$ cat src/rtl/cpu_trace_capture_pkg.sv
// Shared trace record layout and record-type codes for the CPU trace capture block.
package simple_cpu_trace_pkg;

  localparam logic [2:0] TRACE_T_RF  = 3'd1;
  localparam logic [2:0] TRACE_T_MEM = 3'd2;
  localparam logic [2:0] TRACE_T_BR  = 3'd3;
  localparam logic [2:0] TRACE_T_JAL = 3'd4;

  localparam int unsigned REC_W = 107;

  localparam int unsigned REC_C_LSB    = 0;
  localparam int unsigned REC_B_LSB    = 8;
  localparam int unsigned REC_A_LSB    = 40;
  localparam int unsigned REC_PC_LSB   = 72;
  localparam int unsigned REC_TYPE_LSB = 104;

  // Field order matches the LSB offsets above (first field is most significant).
  typedef struct packed {
    logic [2:0]  rtype;
    logic [31:0] pc;
    logic [31:0] a;
    logic [31:0] b;
    logic [7:0]  c;
  } trace_rec_t;

endpackage

$ cat src/rtl/cpu_trace_capture_if.sv
// Valid/ready record stream from the trace capture block to its consumer.
interface cpu_trace_capture_if;
  logic        rec_valid;
  logic        rec_ready;
  logic [2:0]  rec_type;
  logic [31:0] rec_pc;
  logic [31:0] rec_a;
  logic [31:0] rec_b;
  logic [7:0]  rec_c;

  modport master (
    output rec_valid, rec_type, rec_pc, rec_a, rec_b, rec_c,
    input  rec_ready
  );

  modport slave (
    input  rec_valid, rec_type, rec_pc, rec_a, rec_b, rec_c,
    output rec_ready
  );
endinterface

$ cat src/rtl/cpu_trace_capture_fifo.sv
// Trace record FIFO: register-array storage, head entry read straight from the array.
module trace_fifo #(
  parameter int unsigned DEPTH = 16,
  parameter int unsigned WIDTH = 107
) (
  input  logic                     clk,
  input  logic                     rst,
  input  logic                     push,
  input  logic                     pop,
  input  logic [WIDTH-1:0]         wdata,
  output logic [WIDTH-1:0]         rdata,
  output logic                     full,
  output logic [$clog2(DEPTH):0]   count
);

  localparam int unsigned AW = $clog2(DEPTH);

  logic [WIDTH-1:0] mem_q [DEPTH];
  logic [AW-1:0]    wr_ptr_q, rd_ptr_q;
  logic [AW:0]      count_q;
  logic             do_push, do_pop;

  assign full    = (count_q == (AW+1)'(DEPTH));
  assign do_pop  = pop & (count_q != '0);
  // A push into a full FIFO only lands when the head leaves in the same cycle.
  assign do_push = push & (~full | do_pop);

  always_ff @(posedge clk or posedge rst) begin
    if (rst) begin
      wr_ptr_q <= '0;
      rd_ptr_q <= '0;
      count_q  <= '0;
      for (int unsigned i = 0; i < DEPTH; i++) mem_q[i] <= '0;
    end else begin
      if (do_push) begin
        mem_q[wr_ptr_q] <= wdata;
        wr_ptr_q        <= wr_ptr_q + 1'b1;
      end
      if (do_pop) rd_ptr_q <= rd_ptr_q + 1'b1;
      count_q <= count_q + {{AW{1'b0}}, do_push} - {{AW{1'b0}}, do_pop};
    end
  end

  assign rdata = mem_q[rd_ptr_q];
  assign count = count_q;

endmodule

$ cat src/rtl/cpu_trace_capture.sv
// Per-retire trace record capture with FIFO buffering and drop accounting.
// Define TRACE_STALL_EN to back-pressure the CPU via trace_stall instead of dropping records.
module cpu_trace_capture
  import simple_cpu_trace_pkg::*;
#(
  parameter int unsigned DEPTH  = 16,
  parameter int unsigned DROP_W = 16
) (
  input  logic                clk,
  input  logic                rst,
  input  logic                trace_en,
  input  logic                retire,
  input  logic [31:0]         pc,
  input  logic [31:0]         next_pc,
  input  logic                is_branch,
  input  logic                is_jump,
  input  logic                rf_wen,
  input  logic [4:0]          rf_waddr,
  input  logic [31:0]         rf_wdata,
  input  logic                mem_write,
  input  logic                mem_read,
  input  logic [31:0]         mem_addr,
  input  logic [3:0]          mem_wstrb,
  input  logic [31:0]         mem_wdata,
  cpu_trace_capture_if.master rec,
  output logic                ovf,
  output logic [DROP_W-1:0]   drop_cnt,
  output logic                trace_stall
);

  trace_rec_t             new_rec;
  logic [REC_W-1:0]       head;
  logic                   full;
  logic [$clog2(DEPTH):0] count;
  logic                   push, pop, drop, rf_keep;
  logic                   ovf_q;
  logic [DROP_W-1:0]      drop_cnt_q;

  assign rf_keep = rf_wen & (rf_waddr != 5'd0);

  always_comb begin
    new_rec       = '0;
    new_rec.pc    = pc;
    if (mem_write) begin
      new_rec.rtype = TRACE_T_MEM;
      new_rec.a     = mem_addr;
      new_rec.b     = mem_wdata;
      new_rec.c     = {4'b0, mem_wstrb};
    end else if (is_jump) begin
      new_rec.rtype = TRACE_T_JAL;
      new_rec.a     = next_pc;
      new_rec.b     = rf_wdata;
      new_rec.c     = {3'b0, rf_waddr};
    end else if (is_branch) begin
      new_rec.rtype = TRACE_T_BR;
      new_rec.a     = next_pc;
    end else begin
      new_rec.rtype = TRACE_T_RF;
      new_rec.a     = rf_keep ? {27'b0, rf_waddr} : 32'b0;
      new_rec.b     = rf_keep ? rf_wdata : 32'b0;
      new_rec.c     = {7'b0, mem_read};
    end
  end

  assign pop = rec.rec_valid & rec.rec_ready;

`ifdef TRACE_STALL_EN
  assign trace_stall = full & ~rec.rec_ready;
  assign push        = retire & trace_en & ~trace_stall;
`else
  assign trace_stall = 1'b0;
  assign push        = retire & trace_en;
`endif

  assign drop = push & full & ~pop;

  trace_fifo #(
    .DEPTH (DEPTH),
    .WIDTH (REC_W)
  ) u_fifo (
    .clk   (clk),
    .rst   (rst),
    .push  (push),
    .pop   (pop),
    .wdata (new_rec),
    .rdata (head),
    .full  (full),
    .count (count)
  );

  always_ff @(posedge clk or posedge rst) begin
    if (rst) begin
      ovf_q      <= 1'b0;
      drop_cnt_q <= '0;
    end else if (drop) begin
      ovf_q <= 1'b1;
      if (drop_cnt_q != '1) drop_cnt_q <= drop_cnt_q + 1'b1;
    end
  end

  assign rec.rec_valid = (count != '0);
  assign rec.rec_type  = head[REC_TYPE_LSB +: 3];
  assign rec.rec_pc    = head[REC_PC_LSB +: 32];
  assign rec.rec_a     = head[REC_A_LSB +: 32];
  assign rec.rec_b     = head[REC_B_LSB +: 32];
  assign rec.rec_c     = head[REC_C_LSB +: 8];
  assign ovf           = ovf_q;
  assign drop_cnt      = drop_cnt_q;

endmodule

$ cat src/flat_wrapper.sv
// flat-port wrapper written by rule: the top's interface ports become plain ports
module cpu_trace_capture_flat import simple_cpu_trace_pkg::*;
#(
  parameter int unsigned DEPTH  = 16,
  parameter int unsigned DROP_W = 16
)
  (clk, rst, trace_en, retire, pc, next_pc, is_branch, is_jump, rf_wen, rf_waddr, rf_wdata, mem_write, mem_read, mem_addr, mem_wstrb, mem_wdata, ovf, drop_cnt, trace_stall, rec_rec_valid, rec_rec_type, rec_rec_pc, rec_rec_a, rec_rec_b, rec_rec_c, rec_rec_ready);
  cpu_trace_capture_if rec_i ();
  input  logic clk;
  input  logic rst;
  input  logic trace_en;
  input  logic retire;
  input  logic [31:0] pc;
  input  logic [31:0] next_pc;
  input  logic is_branch;
  input  logic is_jump;
  input  logic rf_wen;
  input  logic [4:0] rf_waddr;
  input  logic [31:0] rf_wdata;
  input  logic mem_write;
  input  logic mem_read;
  input  logic [31:0] mem_addr;
  input  logic [3:0] mem_wstrb;
  input  logic [31:0] mem_wdata;
  output logic ovf;
  output logic [DROP_W-1:0] drop_cnt;
  output logic trace_stall;
  output wire logic [$bits(rec_i.rec_valid)-1:0] rec_rec_valid;
  output wire logic [$bits(rec_i.rec_type)-1:0] rec_rec_type;
  output wire logic [$bits(rec_i.rec_pc)-1:0] rec_rec_pc;
  output wire logic [$bits(rec_i.rec_a)-1:0] rec_rec_a;
  output wire logic [$bits(rec_i.rec_b)-1:0] rec_rec_b;
  output wire logic [$bits(rec_i.rec_c)-1:0] rec_rec_c;
  input wire logic [$bits(rec_i.rec_ready)-1:0] rec_rec_ready;
  assign rec_rec_valid = rec_i.rec_valid;
  assign rec_rec_type = rec_i.rec_type;
  assign rec_rec_pc = rec_i.rec_pc;
  assign rec_rec_a = rec_i.rec_a;
  assign rec_rec_b = rec_i.rec_b;
  assign rec_rec_c = rec_i.rec_c;
  assign rec_i.rec_ready = rec_rec_ready;
  cpu_trace_capture #(.DEPTH(DEPTH), .DROP_W(DROP_W)) u_core (.clk(clk), .rst(rst), .trace_en(trace_en), .retire(retire), .pc(pc), .next_pc(next_pc), .is_branch(is_branch), .is_jump(is_jump), .rf_wen(rf_wen), .rf_waddr(rf_waddr), .rf_wdata(rf_wdata), .mem_write(mem_write), .mem_read(mem_read), .mem_addr(mem_addr), .mem_wstrb(mem_wstrb), .mem_wdata(mem_wdata), .rec(rec_i), .ovf(ovf), .drop_cnt(drop_cnt), .trace_stall(trace_stall));
endmodule
$ cat config.mk
export PLATFORM = sky130hd
export DESIGN_NAME = cpu_trace_capture_flat
export DESIGN_NICKNAME = d
export VERILOG_FILES = /design/src/rtl/cpu_trace_capture_pkg.sv /design/src/rtl/cpu_trace_capture_if.sv /design/src/rtl/cpu_trace_capture_fifo.sv /design/src/rtl/cpu_trace_capture.sv /design/src/flat_wrapper.sv
export SDC_FILE = /design/constraint.sdc
export NUM_CORES = 2
export LEC_CHECK = 0
export ABC_CLOCK_PERIOD_IN_PS = 166400
export CAP_MARGIN = 30
export CORE_ASPECT_RATIO = 0.75
export CORE_MARGIN = 5
export CORE_UTILIZATION = 30
export CTS_BUF_LIST = sky130_fd_sc_hd__clkbuf_4
export CTS_CLUSTER_DIAMETER = 120
export DETAILED_ROUTE_END_ITERATION = 12
export SLEW_MARGIN = 25
export SYNTH_ARGS = -nofsm -noshare
export SYNTH_HDL_FRONTEND = slang
export SYNTH_HIERARCHICAL = 1
export SYNTH_SLANG_ARGS = --single-unit
$ cat constraint.sdc
create_clock -name clk -period 166.4 [get_ports clk]
set_input_delay 41.6 -clock clk [delete_from_list [all_inputs] [get_ports clk]]
set_output_delay 41.6 -clock clk [all_outputs]
set_load 0.02 [all_outputs]
-- Word level (Yosys, flattened, before mapping)
Cells that the tools add are included.
- register bits after elaboration: 1742
- input bits: 179
- logic and storage cells: 62
- add/subtract/negate cells: 5
- $lt $le $gt $ge: 3
- equality and inequality tests: 2
- mux-type cells: 15
- bitwise operators: 12
- reduce and logical (&&, ||, !) cells: 4
- operators by type and width (cell ; count):
    $bwmux W1712 ; 1
    $bmux W107 S4 ; 1
    $demux W107 S4 ; 1
    $mux W107 ; 3
    $mux W72 ; 2
    $mux W32 ; 2
    $mux W40 ; 1
    $add A16 B1 Y16 const B ; 1
    $ne A16 B16 Y1 const B ; 1
    $ge A5 B5 Y1 const B ; 2
    $not A4 Y5 ; 2
    $reduce_bool A5 Y1 ; 2
    $add A4 B1 Y4 const B ; 2
    $and A1 B1 Y1 ; 7
    $mux W3 ; 2
    $add A5 B1 Y5 ; 1
    $eq A5 B5 Y1 const B ; 1
    $lt A5 B1 Y1 const B ; 1
    $mux W5 ; 1
    $sub A5 B1 Y5 ; 1
    $mux W2 ; 1
    $not A1 Y1 ; 2
    $reduce_and A2 Y1 ; 1
    $logic_and A1 B1 Y1 ; 1
    $or A1 B1 Y1 ; 1

-- Logic depth before layout (Yosys ltp)
- depth after elaboration: 7
- depth in mapped cells: 14
- depth with buffers taken out: 12

-- Cells and area by module
Netlist, hierarchy kept.
- by module, submodules not included (module ; instances ; cells each ; area each (µm²) ; sequential area each (µm²)):
    trace_fifo ; 1 ; 4695 ; 76858.7 ; 43166.4
    cpu_trace_capture ; 1 ; 258 ; 1874.3 ; 425.4

-- Worst setup path before layout
Ideal clock, no wire load.
- kind: input port to flip-flop
- start: input port retire
- end: register u_core.u_fifo.count_q[4], in the netlist u_core/u_fifo/count[4]
- setup time: 124 ps
- arrival time: 43591 ps
- setup slack: 122685 ps
- stages on the path: 11
- path buffers: 2
- cells stage by stage: and2_1 -> buf_4 -> buf_2 -> o21ai_0 -> ha_1 -> inv_1 -> ha_1 -> fa_1 -> a21oi_1 -> o21bai_1 -> xnor2_1
- cells in the longest elaborated chain, start to end: 4
- ends and longest elaborated chain (element ; RTL line ; source):
    from (decl) ; flat_wrapper.sv:12 ; input logic retire;
    $and A1 B1 Y1 ; cpu_trace_capture.sv:72 ; assign push = retire & trace_en;
    $and A1 B1 Y1 ; cpu_trace_capture_fifo.sv:26 ; assign do_push = push & (~full | do_pop);
    $add A5 B1 Y5 ; cpu_trace_capture_fifo.sv:40 ; count_q <= count_q + {{AW{1'b0}}, do_push} - {{AW{1'b0}}, do_pop};
    $sub A5 B1 Y5 ; cpu_trace_capture_fifo.sv:40 ;
    to (signal assigned) ; cpu_trace_capture_fifo.sv:40 ;
    to (decl) ; cpu_trace_capture_fifo.sv:20 ; logic [AW:0] count_q;
No other way between the ends.
A chain may end at the register's enable or synchronous reset.

-- Worst setup path after layout
- start: register u_core.u_fifo.rd_ptr_q[0]
- end: output port rec_rec_a[20]
- cells in the longest elaborated chain, start to end: 4
- ends and longest elaborated chain (element ; RTL line ; source):
    from (decl) ; cpu_trace_capture_fifo.sv:19 ; logic [AW-1:0] wr_ptr_q, rd_ptr_q;
    from (signal assigned) ; cpu_trace_capture_fifo.sv:39 ; if (do_pop) rd_ptr_q <= rd_ptr_q + 1'b1;
    $not A4 Y5 (not written as such) ; cpu_trace_capture_fifo.sv:44 ; assign rdata = mem_q[rd_ptr_q];
    $bmux W107 S4 ; cpu_trace_capture_fifo.sv:44 ;
    $mux W107 (not written as such) (2 in series) ; cpu_trace_capture_fifo.sv:44 ;
    to (decl) ; flat_wrapper.sv:31 ; output wire logic [$bits(rec_i.rec_a)-1:0] rec_rec_a;
No other way between the ends. The select of a mux whose other input is x is not followed.

==> out/qor.txt <==
Seq/Total Area, Yosys - 0.5537
Die Height - 453.7 um
Worst setup SP type - flop
Multi-input gate area - 33,250 um^2
Mapped Area - 78,730 um^2
Highest-delay cell along the critical path - buf_4
Tmin final - 47.50 ns
CTS tree - built
Post-synth EDFFs - 0
Ys flop type - dfrtp_1
Ys async rst share - 1.000
Initial antenna violation count - 12
Highest routed layer - met5
Post-synthesis cell type count - 54
I/O pins - 305
Initial DRC Count - 2,401
Die Wd - 601.5 um
FF+latch area - 43,600 um^2
Max_cap viols - 0
Total congestion overflow - 0
Commonest non-fill, non-tap cell in the layout - dfrtp_1
Worst Path Required - 124.80 ns
Routed wl met3 - 9463 um
Critical path arrival - 5.90 ns
Critical-path cell list - buf_16 -> buf_4 -> buf_4 -> buf_4 -> buf_16 -> mux4_2 -> a22oi_1 -> nand2_1 -> clkdlybuf4s50_1
Final period utilization - 0.2855
First-pass DRT Iterations - 7
Cell Rows - 162
Final setup violation count - 0
CTS max path bufs - 4
Yosys reg bits - 1,742
Peak supply drop - 13.72 uV
Slew @ Worst Pin - 1.033 ns
Setup bufs post-CTS - 0
Via count - 46,269
Synthesis Warnings - 6
Routability congestion estimate - 0.7201
Pwr Density - 18.47 nW/um^2
DRC errors left - 0
RSZ-0062 raised after global routing - no
Max-slew violations - 0
Slew headroom - 0.3113
HPWL Detailed - 123,600 um
Routed vias/inst - 5.021
Initial Utilization - 0.3023
Core Box Area - 260,500 um^2
Highest Clock Rate - 21.05 MHz
Worst-path clk slew - 0.07 ns
Largest net degree at the start of global routing - 194
WL per Instance - 24.20 um
Avg Inst Size Synth - 15.90 um^2
Outcome - complete, no violations
Met2 Routed Length - 109,300 um
Total clock buffers created by CTS - 462
Pleak - 42.20 nW
Hold crit path type - flop to flop
Wl on met1 - 97,620 um
Worst skew pair latency - 1.23 ns
Cells after synthesis - 4,953
Clock sink count - 1,742
Worst Setup End Kind - output port
Fin. Hold Viols - 0
Die area - 272,900 um^2
Commonest non-fill, non-tap cells in the layout - dfrtp_1, mux2_2, clkbuf_4
Fillers - 24,796
Area leader, netlist - dfrtp_1
IO Port Bufs - 303
First-pass GRT wire length - 334,100 um
Vias in the first global route - 50,533
Dpl cells - 8,403
Global Route Usage Sum - 0.1610
CP peak stage delay - 0.73 ns
CTS root buffer - clkbuf_4
Area Growth Syn to Fin - 16.44%
Maximum fanout along the worst path - 35
Setup TNS - 0 ns
Yosys top cell area share - 0.5537
H-tree levels - 5
Fraction of layout cells with a size suffix above 1 - 0.5276
Critical path class - flop to output port
Final ANT Viol Nets - 0
Synth top area cells - dfrtp_1, mux2_2, mux4_2
Worst Skew - 0.06761 ns
Layout Nets - 5,628
CTS Hold Bufs - 0
Cts repair resizes - 0
Wirelength, routed - 223,000 um
Most common cell on crit path - buf_4
Final cell count without fillers - 9,215
-- synth_stat cells (2+ instances only) --
library cell	count
mux4_2	428
a21o_1	3
inv_1	13
ha_1	12
o2111ai_2	16
buf_4	41
nand3_2	2
clkbuf_1	207
nand4_1	3
mux2_2	1701
buf_6	9
dfrtp_1	1742
a21oi_1	10
xnor2_1	12
o211ai_1	2
buf_2	185
nor3_1	2
nor4_2	2
nand3_1	5
and3_1	9
a22o_1	35
and2_1	6
buf_1	16
nand2_1	176
mux2_1	14
a22oi_1	215
o21ai_0	35
xor2_1	13
nor2_1	7
a211oi_1	4
nor2b_1	5
-- registers in the layout, summed over array words and instances, names as in the netlist --
register and count:
u_core/ovf 1, u_core/u_fifo/count 5, u_core/u_fifo/wr_ptr_q 4, u_core/u_fifo/rd_ptr_q 4, u_core/u_fifo/mem_q 1712, u_core/drop_cnt 16
-- path summary, 6_finish.rpt --
check | start | end | slack, ns | depth (start not counted)
max | u_core/u_fifo/rd_ptr_q[0] | rec_rec_a[20] | 118.90 | 9
min | u_core/ovf | u_core/ovf | 0.48 | 1
max reg2reg | u_core/u_fifo/count[1] | u_core/u_fifo/mem_q[1528] | 162.13 | 7
min reg2reg | u_core/ovf | u_core/ovf | 0.48 | 1
max in group asynchronous | rst | u_core/u_fifo/mem_q[1314] | 121.23 | 10
min in group asynchronous | rst | u_core/u_fifo/count[1] | 40.91 | 2
-- per-layer routing --
metal  track usage  vias to the layer above
li1              -                    19787
met1        0.2110                    25078
met2        0.2687                     1006
met3       0.02906                      396
met4       0.05700                        2
met5             0                        -
-- final cells by class --
class,instances,area share
Antenna cell,7,0.0001911
Clock buffer,676,0.05536
Clock inverter,116,0.006810
Inverter,13,0.0006142
Multi-Input combinational cell,2761,0.3627
Sequential cell,1742,0.4756
Tap cell,3444,0.04700
Timing Repair Buffer,456,0.05173
-- logic make-up (layout without fill, tap and decap cells) --
family                     count (synthesis)  count (layout)  share of synthesized area
buffers and inverters                    471            1261                    0.02821
DFF                                     1742            1742                     0.5537
xor gates and xnor gates                  25              25                   0.002781
and+or+nand+nor                          233             233                    0.01362
AOI/OAI and AO/OA                        325             325                    0.03180
other                                      1              29                 0.00004763
muxes                                   2143            2143                     0.3677
adders and majority gates                 13              13                   0.002161
-- critical path, delay by kind of cell (launching register included) --
family / cells / cell delay [ns]
AO/OA/AOI/OAI: 1 / 0.24
flip-flops: 1 / 0.63
AND/OR/NAND/NOR: 1 / 0.15
buffers and inverters: 6 / 2.98
multiplexers: 1 / 0.53
-- power by group --
group	internal (W)	switching [W]
registers	0.000595	0.0000849
clock network	0.000191	0.000181
logic	0.000343	0.000298
total	0.00113	0.000564
-- per-stage QoR --
step | utilization | area (um^2) | setup slack (ns) | hold WS, ns | total power (W)
final | 0.3520 | 91680 | 118.90 | 0.4818 | 0.001693
after CTS | 0.3507 | 91350 | 118.30 | 0.4811 | 0.001718
after floorplan | - | 78810 | 76.11 | 0.4595 | 0.001119
after global routing | 0.3520 | 91680 | 118.32 | 0.5069 | 0.001798
after detailed placement | 0.3288 | 85650 | 119.29 | 0.4600 | 0.001336
after global placement | 0.3273 | 85240 | 119.23 | 0.4494 | 0.001310
Power figures use the tool's default switching activity.
